--- src/rtl/imgproc_pkg.sv ---
// imgproc_pkg: shared message-writer states, sizes and coordinate packing.
package imgproc_pkg;
  typedef enum logic [1:0] {IDLE, W_ID, W_MIN, W_MAX} state_t;
  localparam int MSG_WORDS = 3;
  localparam int COORD_W = 11;
  function automatic logic [31:0] pack_xy(input logic [2*COORD_W-1:0] p);
    return {5'b0, p[2*COORD_W-1:COORD_W], 5'b0, p[COORD_W-1:0]};
  endfunction
endpackage

--- src/rtl/rr_pick.sv ---
// rr_pick: combinational rotating-priority encoder, search starts at last+1 mod n.
module rr_pick #(
  parameter int N = 4
) (
  input  logic [N-1:0] req,
  input  logic [2:0]   last,
  output logic         valid,
  output logic [2:0]   idx
);
  always_comb begin
    valid = 1'b0;
    idx = '0;
    for (int i = N; i >= 1; i--)
      if (req[(int'(last) + i) % N]) begin
        valid = 1'b1;
        idx = 3'((int'(last) + i) % N);
      end
  end
endmodule

--- src/rtl/msg_arbiter.sv ---
// msg_arbiter: round-robin writer of three-word bounding-box messages into a shared FIFO.
module msg_arbiter
  import imgproc_pkg::*;
#(
  parameter int NUM_CH = 4,
  parameter int FIFO_DEPTH = 256
) (
  input  logic                  clk,
  input  logic                  reset_n,
  input  logic                  enable,
  input  logic                  flush,
  input  logic [NUM_CH-1:0]     req,
  input  logic [NUM_CH*32-1:0]  ch_id,
  input  logic [NUM_CH*22-1:0]  ch_min,
  input  logic [NUM_CH*22-1:0]  ch_max,
  output logic [NUM_CH-1:0]     ack,
  input  logic [7:0]            fifo_usedw,
  output logic                  fifo_wrreq,
  output logic [31:0]           fifo_data,
  output logic                  busy,
  output logic [2:0]            grant_ch
);
  state_t state, next;
  logic [2:0] last, pick_idx;
  logic pick_valid, skip, start, served;
  logic [31:0] cap_id;
  logic [2*COORD_W-1:0] cap_min, cap_max;
  logic [NUM_CH-1:0] grant_oh, mask;
  assign grant_oh = NUM_CH'(1) << grant_ch;
  // requester may drop req one cycle after ack; mask it to avoid a double send
  assign mask = skip ? ~grant_oh : '1;
  rr_pick #(.N(NUM_CH)) u_pick (
    .req(req & mask),
    .last(last),
    .valid(pick_valid),
    .idx(pick_idx)
  );
  assign start = state == IDLE && enable && pick_valid && !flush &&
                 int'(fifo_usedw) <= FIFO_DEPTH - (MSG_WORDS + 1);
  assign served = state == W_MAX && !flush;
  always_comb
    next = flush ? IDLE :
           state == IDLE ? (start ? W_ID : IDLE) :
           state == W_ID ? W_MIN :
           state == W_MIN ? W_MAX : IDLE;
  always_ff @(posedge clk or negedge reset_n)
    if (!reset_n) begin
      state <= IDLE;
      last <= 3'(NUM_CH - 1);
      grant_ch <= '0;
      skip <= 1'b0;
      cap_id <= '0;
      cap_min <= '0;
      cap_max <= '0;
    end else begin
      state <= next;
      skip <= served;
      if (served) last <= grant_ch;
      if (start) begin
        grant_ch <= pick_idx;
        cap_id <= ch_id[32*int'(pick_idx) +: 32];
        cap_min <= ch_min[22*int'(pick_idx) +: 22];
        cap_max <= ch_max[22*int'(pick_idx) +: 22];
      end
    end
  assign ack = served ? grant_oh : '0;
  assign fifo_wrreq = state != IDLE;
  assign busy = state != IDLE;
  assign fifo_data = state == W_ID ? cap_id :
                     state == W_MIN ? pack_xy(cap_min) :
                     state == W_MAX ? pack_xy(cap_max) : '0;
endmodule

--- config.mk ---
export PLATFORM = sky130hd
export DESIGN_NAME = msg_arbiter
export DESIGN_NICKNAME = d
export VERILOG_FILES = /design/src/rtl/imgproc_pkg.sv /design/src/rtl/rr_pick.sv /design/src/rtl/msg_arbiter.sv
export SDC_FILE = /design/constraint.sdc
export NUM_CORES = 1
export LEC_CHECK = 0
export BUFFER_PORTS_ARGS = -buffer_cell sky130_fd_sc_hd__buf_2
export CAP_MARGIN = 40
export CORE_ASPECT_RATIO = 0.9
export CORE_MARGIN = 3
export CORE_UTILIZATION = 35
export CTS_BUF_LIST = sky130_fd_sc_hd__clkbuf_4 sky130_fd_sc_hd__clkbuf_8
export DETAILED_ROUTE_END_ITERATION = 8
export MAX_ROUTING_LAYER = met4
export PLACE_DENSITY = 0.62
export SLEW_MARGIN = 25
export SYNTH_ARGS = -nofsm -noshare
export SYNTH_HDL_FRONTEND = slang
export SYNTH_HIERARCHICAL = 1
export SYNTH_SLANG_ARGS = --single-unit
--- constraint.sdc ---
create_clock -name clk -period 2.6 [get_ports clk]
set_input_delay 0.13 -clock clk [delete_from_list [all_inputs] [get_ports clk]]
set_output_delay 0.13 -clock clk [all_outputs]
set_load 0.02 [all_outputs]
==> results.toml <==
[synth]
syn_avg_cell_area_um2 = 10.9
yosysWarnings = 6
synth.cell_area_um2 = 6260
syn_inst = 575
synth_fp_nets = 899

[critical_path]
slowest_stage = "dfrtp_1"
r2r_end = "cap_id[17]$_DFFE_PN0P_"
cpLargestDelayFamily = "compound AO/OA/AOI/OAI gates"
crit_path_max_fanout = 13
crit_required_ps = 2860
cpMostUsedCell = "buf_12"
crit_arrival_ps = 2790
cp-startpoint = "grant_ch[2]$_DFFE_PN0P_"
ff2ff_path_depth = 11
setup.worst_path.end_class = "register"
worst-r2r-setup-slack_ps = 70
cp_cell_sequence = "nand2b_4 -> o31a_1 -> a21oi_1 -> a31oi_1 -> a21oi_4 -> buf_12 -> buf_12 -> buf_16 -> mux2i_2 -> o22ai_1 -> mux2_2"
cp_num_cells = 11
reg2reg_from = "grant_ch[2]$_DFFE_PN0P_"
critPathLaunchType = "register"
path_class = "register to register"
crit_end = "cap_id[17]$_DFFE_PN0P_"
max_stage_delay_ps = 400
path_buf_inv = 3

[detailed_routing]
totalWireLength_mm = 21.4
routed_via_density = 4.95
vias = 5811
wl_per_cell_um = 18.2
first_iter_violations = 186
detail-route-antenna-nets = 0
drcViolationCount = 0
drt_first_pass_iters = 4

[cts]
clk_pin_slew_ps = 90
cts_max_level = 3
clk_latency_ps = 380
clock_sinks = 84
cts_root_buffer = "clkbuf_8"
numCtsBuffers = 9
cts_buffer_depth = 2
cts_tree = "done"

[grt]
grt_first_pass_wirelength_mm = 31.7
grt_overflow = 0
grt_pass1_vias = 5949
grt_max_degree = 44
track_usage_pct = 21.2
antenna_found_initial = 0

[finish]
multi_input_area_um2 = 3810
register_area_um2 = 2110
area_growth_pct = 41.5
fillCellCount = 1564
drive_gt1_share_pct = 54.4
num_antenna_cells = 0
nets = 1258
design_area_um2 = 8850

[power_and_ir_drop]
finalPower_mw = 4.99
power_leakage_nw = 4.57
peakVddDrop_mv = 0.287
intPower_mw = 3.41
comb_power_share_pct = 40.6
power_switching_mw = 1.58
p_per_area_nw_per_um2 = 564
clockPowerShare_pct = 22.4
p_seq_share_pct = 37.0
switching_share_pct = 31.6

[place]
portBuffers = 360
detailed_place.area_um2 = 8400
gp_congestion = 0.795
dp_hpwl_mm = 16.9

[floorplan]
design.core.area_um2 = 17200
die_height_um = 133
io_pins = 361
initial_core_util_pct = 36.4
die_x_um = 147
dieArea_um2 = 19500
fp-row-count = 45

[timing]
hold_ws_ps = 185
worst_pin_slew_ps = 500
layout_worst_path_cycle_share_pct = 97.2
slew_headroom_pct = 66.3
hold_violations = 0
slew_viol_final = 0
rsz0062_at_grt = "yes"
max_freq_mhz = 396
setup_viol = 0
clock_skew_ps = 10.2
min_period_ps = 2530

[run_status]
status = "finished, final reports clean"

[min_path]
hold_path.class = "primary input to register"

[flow_run]
maxCapViolCount = 0
==> timing repair <==
action	CTS	global route
hold buffers	2	0
gates resized for setup	0	11
setup endpoints to repair	0	66
buffers inserted	0	4
endpoints found under the hold margin	32	0
==> worst register-to-register path, stage by stage, from the launching register on <==
cell	delay, ps
dfrtp_1	400
nand2b_4	160
o31a_1	330
a21oi_1	140
a31oi_1	90
a21oi_4	190
buf_12	140
buf_12	160
buf_16	180
mux2i_2	240
o22ai_1	110
mux2_2	280
==> stage by stage <==
step	worst slack, ps	TNS (ps)	cells	utilization [%]
6_report	74.1	0	1174	51.6
3_5_place_dp	40.4	0	1148	48.9
2_1_floorplan	209	0	575	-
4_1_cts	20.2	0	1166	50.5
5_1_grt	-29.9	-301	1174	51.6
3_3_place_gp	120	0	1147	48.8
==> cell usage in the layout, fill, tap and decap left out, types with 4 or more instances in the layout <==
master     instances
buf_2            359
mux2i_1          152
dfrtp_1           80
o22ai_1           76
mux2_4            40
mux2_2            39
nand2_1           27
o21ai_0           24
buf_4             22
a22oi_1           21
clkbuf_8          12
and2_1            10
buf_12             8
inv_1              7
buf_6              5
nand2b_1           4
clkbuf_16          4
==> worst min-delay path by stage <==
stage,cells after the start,to,slack (ps),startpoint
after floorplan,0,cap_id[0]$_DFFE_PN0P_,-170,reset_n
after global placement,2,state[0]$_DFF_PN0_,340,flush
after detailed placement,1,cap_min[5]$_DFFE_PN0P_,130,reset_n
after CTS,4,cap_min[13]$_DFFE_PN0P_,160,ch_min[13]
after global routing,4,cap_min[13]$_DFFE_PN0P_,170,ch_min[13]
final,4,cap_min[13]$_DFFE_PN0P_,180,ch_min[13]
==> power by group through the flow <==
stage	Clock, mW	Combinational, mW	Sequential, mW
after CTS	1.15	1.93	1.85
after global placement	0	1.90	1.87
final	1.12	2.03	1.85
after detailed placement	0	1.92	1.88
after global routing	1.20	2.19	1.90
after floorplan	0	1.32	1.80
==> area by class of cell <==
cell class	instances	share of cell area, %
timing repair buffer	403	26.9
tap	235	3.32
inverter	7	0.297
sequential	84	23.8
clock inverter	3	0.763
clock buffer	13	1.95
multi-input combinational	429	43.0
==> per-layer routing <==
metal  global-route usage (%)  vias up  wire (um)
li1                         -     2891          -
met2                     36.7      232      10700
met5                        -        -          0
met1                     25.7     2668       9160
met3                     4.62       20       1320
met4                     4.14        0        231
==> sequential cells by signal (all words and copies together), names as in the netlist <==
name,count
cap_id,32
cap_max,22
cap_min,22
grant_ch,3
last,2
state,2
skip,1
Note: power is estimated with default switching activity, not from simulation.
